## src/rtl/regwb_arbiter.sv

```systemverilog
// Round-robin write-back arbiter (ALU/LSU/MDU) feeding one register-file write port,
// with a destination-register busy scoreboard. Optional bypass outputs: REGWB_FORWARD_EN.
module regwb_arbiter #(
  parameter int XLEN = 64
) (
  input  logic            clk,
  input  logic            rst,
  input  logic            alu_valid,
  input  logic [4:0]      alu_rd,
  input  logic [XLEN-1:0] alu_data,
  output logic            alu_ready,
  input  logic            lsu_valid,
  input  logic [4:0]      lsu_rd,
  input  logic [XLEN-1:0] lsu_data,
  output logic            lsu_ready,
  input  logic            mdu_valid,
  input  logic [4:0]      mdu_rd,
  input  logic [XLEN-1:0] mdu_data,
  output logic            mdu_ready,
  input  logic            rsv_valid,
  input  logic [4:0]      rsv_rd,
  output logic            rf_we,
  output logic [4:0]      rf_rd,
  output logic [XLEN-1:0] rf_data,
  output logic [31:0]     busy
`ifdef REGWB_FORWARD_EN
  ,
  output logic            fwd_valid,
  output logic [4:0]      fwd_rd,
  output logic [XLEN-1:0] fwd_data
`endif
);

  // Handshake: a requester transfers in any cycle where its valid and ready are both 1;
  // ready is a pure function of the valids and the pointer, and is never 1 without valid.

  typedef enum logic [1:0] {
    PTR_ALU = 2'd0,
    PTR_LSU = 2'd1,
    PTR_MDU = 2'd2
  } ptr_e;

  ptr_e            ptr_q, ptr_d;
  logic [2:0]      gnt;
  logic            xfer;
  logic [4:0]      sel_rd;
  logic [XLEN-1:0] sel_data;

  logic            we_q, we_d;
  logic [4:0]      rd_q, rd_d;
  logic [XLEN-1:0] data_q, data_d;
  logic [31:0]     busy_q, busy_d;

  // Pointer state register
  always_ff @(posedge clk) begin
    if (rst) begin
      ptr_q <= PTR_ALU;
    end else begin
      ptr_q <= ptr_d;
    end
  end

  // Next pointer: one past the winner, or hold when nobody was granted
  always_comb begin
    ptr_d = ptr_q;
    if (gnt[0]) begin
      ptr_d = PTR_LSU;
    end else if (gnt[1]) begin
      ptr_d = PTR_MDU;
    end else if (gnt[2]) begin
      ptr_d = PTR_ALU;
    end
  end

  // Grant outputs: search starts at the pointer and wraps through the other two
  always_comb begin
    gnt = 3'b000;
    if (!rst) begin
      case (ptr_q)
        PTR_LSU: begin
          if (lsu_valid)      gnt = 3'b010;
          else if (mdu_valid) gnt = 3'b100;
          else if (alu_valid) gnt = 3'b001;
        end
        PTR_MDU: begin
          if (mdu_valid)      gnt = 3'b100;
          else if (alu_valid) gnt = 3'b001;
          else if (lsu_valid) gnt = 3'b010;
        end
        default: begin
          if (alu_valid)      gnt = 3'b001;
          else if (lsu_valid) gnt = 3'b010;
          else if (mdu_valid) gnt = 3'b100;
        end
      endcase
    end
  end

  assign alu_ready = gnt[0];
  assign lsu_ready = gnt[1];
  assign mdu_ready = gnt[2];
  assign xfer      = |gnt;

  // Grant is one-hot, so an AND-OR mux is sufficient
  always_comb begin
    sel_rd   = ({5{gnt[0]}} & alu_rd)
             | ({5{gnt[1]}} & lsu_rd)
             | ({5{gnt[2]}} & mdu_rd);
    sel_data = ({XLEN{gnt[0]}} & alu_data)
             | ({XLEN{gnt[1]}} & lsu_data)
             | ({XLEN{gnt[2]}} & mdu_data);
  end

  // Writes to x0 are accepted but never reach the register file
  always_comb begin
    we_d   = 1'b0;
    rd_d   = rd_q;
    data_d = data_q;
    if (xfer) begin
      we_d   = (sel_rd != 5'd0);
      rd_d   = sel_rd;
      data_d = sel_data;
    end
  end

  always_ff @(posedge clk) begin
    if (rst) begin
      we_q   <= 1'b0;
      rd_q   <= 5'd0;
      data_q <= '0;
    end else begin
      we_q   <= we_d;
      rd_q   <= rd_d;
      data_q <= data_d;
    end
  end

  // Gating with rst keeps a transfer caught by reset from reaching the register file
  assign rf_we   = we_q & ~rst;
  assign rf_rd   = rd_q;
  assign rf_data = data_q;

  // Scoreboard: the registered write clears, a reservation sets, set wins on collision
  always_comb begin
    busy_d = busy_q;
    if (rf_we) begin
      busy_d[rf_rd] = 1'b0;
    end
    if (rsv_valid && (rsv_rd != 5'd0)) begin
      busy_d[rsv_rd] = 1'b1;
    end
    busy_d[0] = 1'b0;
  end

  always_ff @(posedge clk) begin
    if (rst) begin
      busy_q <= 32'd0;
    end else begin
      busy_q <= busy_d;
    end
  end

  assign busy = busy_q;

`ifdef REGWB_FORWARD_EN
  assign fwd_valid = xfer && (sel_rd != 5'd0);
  assign fwd_rd    = sel_rd;
  assign fwd_data  = sel_data;
`endif

endmodule

```

## config.mk

```make
export PLATFORM = sky130hd
export DESIGN_NAME = regwb_arbiter
export DESIGN_NICKNAME = d
export VERILOG_FILES = /design/src/rtl/regwb_arbiter.sv
export SDC_FILE = /design/constraint.sdc
export NUM_CORES = 1
export LEC_CHECK = 0
export ABC_AREA = 1
export CORE_AREA = 2 2 125 127
export DETAILED_ROUTE_END_ITERATION = 10
export DIE_AREA = 0 0 127 129
export GPL_TIMING_DRIVEN = 0
export PLACE_DENSITY = 0.77
export SLEW_MARGIN = 20
export SYNTH_ARGS = -nofsm -noshare
export SYNTH_HDL_FRONTEND = slang
export SYNTH_SLANG_ARGS = --single-unit
```

## constraint.sdc

```tcl
create_clock -name clk -period 2.01 [get_ports clk]
set_input_delay 0.5025 -clock clk [delete_from_list [all_inputs] [get_ports clk]]
set_output_delay 0.5025 -clock clk [all_outputs]
set_load 0.02 [all_outputs]
```

==> impl_metrics.csv <==
group,metric,value,unit
cells_and_area,layout_common_cells,"clkdlybuf4s50_1 (312), nand2_1 (170), nand3_1 (151)",
clock_tree,cts_made_buffers,9,
setup_path,slowest_stage,"dfxtp_2",
synth,async_reset_ff_frac,0,
cells_and_area,layout_commonest_cell,"clkdlybuf4s50_1",
power_and_ir_drop,total_leakage_power,3.724,nW
clock_tree,cts_sinks,103,
sta,holdWs,0.4742,ns
placed_design,io_buffers,320,
clock_tree,cts_tree,"built",
cells_and_area,drive_gt1_frac,0.09192,
cells_and_area,area_delta_synth_final,76.23,%
sta,fin_ws,-0.1443,ns
sta,fin_crit_sh,1.072,
sta,drv_slew,0,
die,die-area,0.01638,mm^2
power_and_ir_drop,powerDensity,729.0,mW/mm^2
drt,wirelength,22460,um
global_route,grt_start_max_net_pins,18,
synth,ys_seq_area_frac,0.3905,
sta,rsz0062_at_grt,"true",
run_status,violations,"negative setup slack",
setup_path,cp_cell_sequence,"inv_2 > ha_4 > inv_4 > a21oi_4 > nand3_4 > inv_4 > buf_8 > buf_6",
global_route,grt_pass1_vias,6519,
run_status,status,"complete, but fails checks",
drt,drtPass1Iterations,5,
sta,max-slew-margin-rel,0.3437,
synth,post_synth_inst_count,810,
placed_design,hpwlAfterDp,16950,um
die,rows,45,
die,die_h,129,um
cells_and_area,final_core_utilization,0.6213,
synth,ys_ff_latch,103,
cells_and_area,fin_nets,1379,
sta,clock-skew-final,0.006753,ns
global_route,grt_use_total,0.2665,
clock_tree,cts.path.max_buffers,2,
drt,drc,0,
cells_and_area,nFillCells,1425,
global_route,overflow,0,
setup_path,start_kind,"flop",
clock_tree,cts-root-buf,"clkbuf_16",
drt,wire_per_inst,16.59,um
drt,antenna_left,0,
setup_path,cp.required,1.51,ns
setup_path,cp.buffers_inverters,5,
synth,yosysTopAreaCellShare,0.3905,
die,die_w,127,um
drt,num_vias,6812,
synth,synth.largest_area_cell,"dfxtp_1",
sta,finalCriticalPeriod,2.154,ns
setup_path,endpoint_kind,"output pin",
synth,synth_cell_types,24,
setup_path,cp_max_fo,4,
placed_design,post-place-ws,-0.9799,ns
placed_design,placed_cells,1318,
clock_tree,cts_max_level,3,
setup_path,cp_slowest_stage_delay,0.35,ns
setup_path,cpMostUsedCell,"inv_4",
placed_design,gp_congestion,0.9048,
worst_hold_path,min_path_type,"flop to flop",
synth,syn_area,0.005280,mm^2
sta,tightest_slew,0.9770,ns
power_and_ir_drop,vdd.ir_drop.worst,490.8,uV
synth,avgSynthCellArea,6.519,um^2
clock_tree,clk_pin_slew,0.07,ns
die,core-area,0.01498,mm^2
clock_tree,clk_latency,0.35,ns
sta,hold_viol_final,0,
synth,syn_nets,1030,
sta,finalSetupViolCount,16,
synth,synthFlopType,"dfxtp_1",
synth,yosysWarnings,0,
setup_path,crit_family,"buffers and inverters",
drt,drt_iter0_drc,445,
die,start_util,0.3525,
flow_run,drv_cap,0,
die,io_pins,323,
clock_tree,postCtsHoldBufs,0,
cells_and_area,finalNonFillerCells,1354,
drt,viasPerCell,5.031,
global_route,grt_pass1_wl,34020,um
global_route,antenna_found_initial,3,
sta,tns,-0.3958,ns
synth,yosys-top-cells-area,"dfxtp_1 (39%), nand3_1 (14%), nand2_1 (12%)",
setup_path,crit_arrival,1.65,ns
synth,synth_edf_count,0,
setup_path,path_class,"flop to output pin",
sta,clock.fmax,464.2,MHz
## layout make-up
| type | count | area [um^2] | share of cell area |
|---|---|---|---|
| clock inverters | 6 | 68.82 | 0.007395 |
| repair buffers | 338 | 3336 | 0.3585 |
| clock buffers | 10 | 229.0 | 0.02461 |
| well taps | 188 | 235.2 | 0.02528 |
| plain buffers | 54 | 350.3 | 0.03765 |
| flip-flops and latches | 103 | 2067 | 0.2221 |
| inverters | 25 | 106.4 | 0.01143 |
| diodes | 2 | 5.005 | 0.0005379 |
| multi-input cells | 628 | 2908 | 0.3125 |
## worst reg2reg max path: stages, from the launching register on
cell and delay [ns]:
dfxtp_2 0.35, inv_2 0.05, ha_4 0.29, inv_4 0.05, a21oi_4 0.17, nand3_4 0.11
buf_4 0.15, nand3_2 0.19, buf_4 0.21, buf_4 0.19, o21ai_1 0.07, nor2_1 0.11
## path summary, 6_finish.rpt
kind         cells past startpoint  startpoint     endpoint  slack (ns)
max                              8    ptr_q[0]    alu_ready       -0.14
min                              2    busy[25]     busy[25]        0.47
max reg2reg                     11    ptr_q[0]  rf_data[38]       -0.01
min reg2reg                      2    busy[25]     busy[25]        0.47
## cell usage after synthesis, types with 3 or more instances
cell type and n:
nand2_1 171, nand3_1 152, nor2_1 140, dfxtp_1 103
o21ai_0 79, a21oi_1 34, clkbuf_1 20, o21ai_1 20
inv_1 18, buf_2 16, nor3_1 12, buf_4 11
inv_2 7, nand4_1 7, buf_6 4, buf_1 3
nand2_2 3
## cell families after synthesis
family | after synthesis | synth area share
other | 1 | 0.0007102
buffers and inverters | 79 | 0.07346
flip-flops | 103 | 0.3905
adder cells (fa/ha/maj) | 2 | 0.004739
AO/OA/AOI/OAI | 135 | 0.1308
AND/OR/NAND/NOR | 490 | 0.3998
## state kept, by name, indices dropped and copies added (netlist names)
name and count:
rf_rd 5, ptr_q 2, busy 31, rf_data 64
we_q 1
## power breakdown
group	switching [mW]	internal [mW]
registers	0.135	2.28
logic	1.36	1.22
clock network	0.822	0.977
## what timing repair did
| item | 4_1_cts | 5_1_grt |
|---|---|---|
| pin swaps | 7 | 7 |
| hold endpoints to repair | 0 | 0 |
| setup endpoints to repair | 75 | 97 |
| setup buffers | 14 | 4 |
| resized for setup | 49 | 31 |
## stage by stage
step                      total power [mW]  instance area (um^2)
after floorplan                      3.626                  5280
after global placement               4.852                  8718
after detailed placement             4.873                  8718
after CTS                            6.771                  9198
after global routing                 7.145                  9305
final                                6.784                  9305
## per-layer routing
layer	global-route usage	up-vias	routed length (um)
met5	0	-	0
met4	0.1273	0	910
met3	0.07734	61	1831
met2	0.4497	291	10800
met1	0.3128	3076	8921
li1	-	3384	-
Power figures use the tool's default switching activity.
